### src/rtl/disp_conf_arbiter.sv
// Merges the left/right disparity+confidence streams into one tagged stream,
// granting one source for a whole decimated line before rearbitrating.
module disp_conf_arbiter #(
  parameter int unsigned disp_bits       = 5,
  parameter int unsigned line_words      = 320,
  parameter int unsigned lines_per_frame = 240
) (
  input  logic                   clk,
  input  logic                   reset_n,
  input  logic                   mode,
  input  logic [disp_bits+7:0]   in0_data,
  input  logic                   in0_valid,
  output logic                   in0_ready,
  input  logic [disp_bits+7:0]   in1_data,
  input  logic                   in1_valid,
  output logic                   in1_ready,
  output logic [disp_bits+7:0]   out_data,
  output logic                   out_valid,
  input  logic                   out_ready,
  output logic                   out_src,
  output logic                   out_sol,
  output logic                   out_eol,
  output logic                   out_sof,
  output logic                   frame_done
);

  localparam int unsigned word_cnt_w = $clog2(line_words);
  localparam int unsigned line_cnt_w = $clog2(lines_per_frame + 1);

  typedef enum logic [1:0] {
    ARB    = 2'd0,
    GRANT0 = 2'd1,
    GRANT1 = 2'd2
  } state_t;

  state_t                  state, state_nxt;
  logic                    ptr, ptr_nxt;
  logic [word_cnt_w-1:0]   word_cnt, word_cnt_nxt;
  logic [line_cnt_w-1:0]   line_cnt0, line_cnt0_nxt;
  logic [line_cnt_w-1:0]   line_cnt1, line_cnt1_nxt;
  logic                    frame_done_nxt;

  logic done0, done1;
  logic first_word, last_word;
  logic gsel, sel_valid, sel_line0;
  logic elig0, elig1, ptr_elig, oth_elig, ptr_free;

  assign done0      = (line_cnt0 == line_cnt_w'(lines_per_frame));
  assign done1      = (line_cnt1 == line_cnt_w'(lines_per_frame));
  assign first_word = (word_cnt == '0);
  assign last_word  = (word_cnt == word_cnt_w'(line_words - 1));
  assign gsel       = (state == GRANT1);
  assign sel_valid  = gsel ? in1_valid : in0_valid;
  assign sel_line0  = gsel ? (line_cnt1 == '0) : (line_cnt0 == '0);

  // Work-conserving eligibility only counts sources that have data now.
  assign elig0    = in0_valid && !done0;
  assign elig1    = in1_valid && !done1;
  assign ptr_elig = ptr ? elig1 : elig0;
  assign oth_elig = ptr ? elig0 : elig1;
  assign ptr_free = ptr ? !done1 : !done0;

  // State and counter registers
  always_ff @(posedge clk or negedge reset_n) begin
    if (!reset_n) begin
      state      <= ARB;
      ptr        <= 1'b0;
      word_cnt   <= '0;
      line_cnt0  <= '0;
      line_cnt1  <= '0;
      frame_done <= 1'b0;
    end else begin
      state      <= state_nxt;
      ptr        <= ptr_nxt;
      word_cnt   <= word_cnt_nxt;
      line_cnt0  <= line_cnt0_nxt;
      line_cnt1  <= line_cnt1_nxt;
      frame_done <= frame_done_nxt;
    end
  end

  // Arbitration, zero-latency data path and line/frame tagging
  always_comb begin
    state_nxt      = state;
    ptr_nxt        = ptr;
    word_cnt_nxt   = word_cnt;
    line_cnt0_nxt  = line_cnt0;
    line_cnt1_nxt  = line_cnt1;
    frame_done_nxt = 1'b0;
    in0_ready      = 1'b0;
    in1_ready      = 1'b0;
    out_data       = '0;
    out_valid      = 1'b0;
    out_src        = 1'b0;
    out_sol        = 1'b0;
    out_eol        = 1'b0;
    out_sof        = 1'b0;

    case (state)
      ARB: begin
        if (done0 && done1) begin
          frame_done_nxt = 1'b1;
          line_cnt0_nxt  = '0;
          line_cnt1_nxt  = '0;
          ptr_nxt        = 1'b0;
        end else if (!mode) begin
          // Strict alternation: at least one source is not done here.
          if (ptr_free) state_nxt = ptr ? GRANT1 : GRANT0;
          else          state_nxt = ptr ? GRANT0 : GRANT1;
        end else begin
          if (ptr_elig)      state_nxt = ptr ? GRANT1 : GRANT0;
          else if (oth_elig) state_nxt = ptr ? GRANT0 : GRANT1;
        end
      end

      GRANT0, GRANT1: begin
        out_data  = gsel ? in1_data : in0_data;
        out_valid = sel_valid;
        in0_ready = !gsel && out_ready;
        in1_ready = gsel && out_ready;
        out_src   = gsel;
        out_sol   = first_word;
        out_eol   = last_word;
        out_sof   = first_word && sel_line0;
        if (sel_valid && out_ready) begin
          if (last_word) begin
            word_cnt_nxt = '0;
            state_nxt    = ARB;
            ptr_nxt      = !gsel;
            if (gsel) line_cnt1_nxt = line_cnt1 + line_cnt_w'(1);
            else      line_cnt0_nxt = line_cnt0 + line_cnt_w'(1);
          end else begin
            word_cnt_nxt = word_cnt + word_cnt_w'(1);
          end
        end
      end

      default: state_nxt = ARB;
    endcase
  end

endmodule

### config.mk
export PLATFORM = sky130hd
export DESIGN_NAME = disp_conf_arbiter
export DESIGN_NICKNAME = d
export VERILOG_FILES = /design/src/rtl/disp_conf_arbiter.sv
export SDC_FILE = /design/constraint.sdc
export NUM_CORES = 1
export LEC_CHECK = 0
export ABC_AREA = 1
export CAP_MARGIN = 20
export CORE_MARGIN = 8
export CORE_UTILIZATION = 54
export CTS_BUF_LIST = sky130_fd_sc_hd__clkbuf_16
export DETAILED_ROUTE_END_ITERATION = 12
export GPL_ROUTABILITY_DRIVEN = 0
export PLACE_DENSITY_LB_ADDON = 0.12
export SLEW_MARGIN = 20
export SYNTH_ARGS = -nofsm -noshare
export SYNTH_HDL_FRONTEND = slang
export SYNTH_SLANG_ARGS = --single-unit
### constraint.sdc
create_clock -name clk -period 3.7 [get_ports clk]
set_input_delay 1.11 -clock clk [delete_from_list [all_inputs] [get_ports clk]]
set_output_delay 1.11 -clock clk [all_outputs]
set_load 0.01 [all_outputs]
==> flow_summary.json <==
{
  "outcome": "completed",
  "synth_area_leaders": "dfrtp_1, nand2_1, inv_1, nor2_1, a22o_1",
  "rsz0062_at_grt": "false",
  "critPathLaunchType": "input pin",
  "syn_nets": 358,
  "period_needed_ps": 3640,
  "die-area_mm2": 0.00636,
  "clock_latency_ps": 270,
  "hold_viol": 0,
  "synth-main-ff-cell": "dfrtp_1",
  "wl_per_cell_um": 14.5,
  "htree_levels": 2,
  "syn2layout_area_growth_pct": 33.9,
  "antenna_cells": 0,
  "place_ws_ps": 86.6,
  "syn_avg_cell_area_um2": 6.93,
  "grt-ovfl-total": 0,
  "power_mw": 1.93,
  "power-per-cell-area_mw_per_mm2": 656,
  "post_cts_buffers": 0,
  "ir_drop_mv": 0.491,
  "antenna_found_initial": 0,
  "cts_resized": 0,
  "synth-seq-area-share_pct": 33.0,
  "fp.dieW_um": 79.8,
  "start_util_pct": 55.3,
  "grt_usage_pct": 20.0,
  "ys_types": 32,
  "critPathMaxStageDelay_ps": 550,
  "slew_headroom_pct": 63.9,
  "holdPathStages": 2,
  "cts_buffers": 5,
  "vias": 2259,
  "reg2reg_depth": 10,
  "firstDrtPassIters": 4,
  "synth_area_mm2": 0.00220,
  "p_leak_nw": 1.41,
  "dp_hpwl_mm": 4.55,
  "synth_edf_count": 0,
  "crit_slowest_cell": "clkdlybuf4s50_1",
  "critPathKind": "input pin to primary output",
  "io_buffers": 52,
  "slew_violations": 0,
  "ant_nets": 0,
  "finalWorstSetupSlack_ps": 63.2,
  "setup-violations-final": 0,
  "boundaryPins": 53,
  "tightest_slew_ps": 541,
  "critical_path.max_fanout": 3,
  "ys_top_cells_by_count": "nand2_1, inv_1, nor2_1",
  "fmaxAchievable_mhz": 275,
  "critPathRequiredTime_ps": 2590,
  "yosysMostFrequentCell": "nand2_1",
  "worstSetupEndpointType": "primary output",
  "yosysTopAreaCellShare_pct": 33.0,
  "synth_cells": 317,
  "hp-class": "register to register",
  "grt_pass1_wl_mm": 10.3,
  "max_cap_violations": 0,
  "root_buffer": "clkbuf_16",
  "cts.reportedPaths.clkPinSlew_ps": 50,
  "wl_mm": 6.18,
  "fin_tns_setup_ps": 0,
  "cts_hold_buf": 0,
  "nNetsFinal": 416,
  "cts_tree": "built",
  "whs_ps": 520,
  "synth.largest_area_cell": "dfrtp_1",
  "path_cells": "clkdlybuf4s50_1 > inv_1 > nand2_1 > nand2_1 > nor2_1 > clkdlybuf4s50_1",
  "drt_iter0_drc": 154,
  "grt_pass1_vias": 2218,
  "multi_input_area_mm2": 0.00126,
  "cp.arrival_ps": 2530,
  "clk_path_buf_depth": 2,
  "reg2reg_slack_ps": 1510,
  "layout-drive-gt1-share_pct": 7.45,
  "fin_crit_sh_pct": 98.3,
  "seqCellArea_um2": 726,
  "ys_warn_count": 0,
  "design.core.area_mm2": 0.00397,
  "drc": 0,
  "viasPerCell": 5.30,
  "grt_max_degree": 30,
  "ys_seq_elements": 29,
  "cts_sinks": 29,
  "synthArstFlopShare_pct": 100,
  "rows": 23,
  "fin_skew_ps": 4.04,
  "die_y_um": 79.8,
  "n_fill_cell": 338
}
## final timing paths
path,from,to
worst min-delay path,ptr$_DFFE_PN0P_,ptr$_DFFE_PN0P_
worst max register to register,state[0]$_DFFE_PN0P_,line_cnt1[2]$_DFFE_PN0P_
worst min register to register,ptr$_DFFE_PN0P_,ptr$_DFFE_PN0P_
worst max-delay path,in0_valid,out_valid
max in group asynchronous,reset_n,word_cnt[6]$_DFFE_PN0P_
min in group asynchronous,reset_n,word_cnt[8]$_DFFE_PN0P_
## worst max-delay path, delay by kind of cell
kind / cells / cell delay (ps)
buf+inv: 3 / 1100
simple gates: 3 / 300
## kinds of logic (layout without fill, tap and decap cells)
logic type	Yosys count	after routing	share of synthesized area [%]
flops	29	29	33.0
buf+inv	53	112	9.63
xor+xnor	8	8	3.19
simple gates	179	179	37.2
fa+ha+maj	9	9	5.13
compound gates	39	39	11.8
## layer usage
metal	routed length (um)	track usage, %	part of all wire, %
met1	2640	23.1	43
met2	3220	35.0	52
met3	247	4.95	4.0
met4	80	6.73	1.3
met5	0	0	0
## registers in the layout, summed over array words and instances (netlist names)
name and count:
line_cnt1 8, frame_done 1, line_cnt0 8, state 2
ptr 1, word_cnt 9
## power by group
group          leakage (nW)  switching [mW]  internal (mW)  total [mW]
Sequential            0.392          0.0820          0.388       0.470
Combinational         0.934           0.600          0.406        1.01
Clock                0.0826           0.142          0.312       0.454
## final cells by class
cell class | instances | share of cell area, %
multi-input cells | 235 | 42.8
clock inverters | 3 | 1.28
well taps | 50 | 2.13
flip-flops and latches | 29 | 24.7
inverters | 48 | 6.13
repair buffers | 56 | 18.7
clock buffers | 5 | 4.26
## placed cells by master, fill, tap and decap left out, drive strengths merged
cell type / n
buf: 4
o21ai: 18
nor2: 39
a21boi: 1
clkinv: 2
nor3: 10
nand4: 16
and3: 2
a21oi: 5
nor4: 2
o211ai: 1
xnor2: 2
xor2: 6
or2: 1
dfrtp: 29
clkdlybuf4s50: 52
nand2: 88
o21bai: 1
nand3: 21
a22o: 13
bufinv: 1
ha: 9
inv: 48
clkbuf: 5
## stage by stage
step / instance area [um2] / utilization [%] / cells
floorplan: 2200 / - / 317
global placement: 2780 / 69.9 / 418
detailed placement: 2780 / 69.9 / 418
CTS: 2940 / 74.0 / 426
global route: 2940 / 74.0 / 426
finish: 2940 / 74.0 / 426
Power figures use the tool's default switching activity.
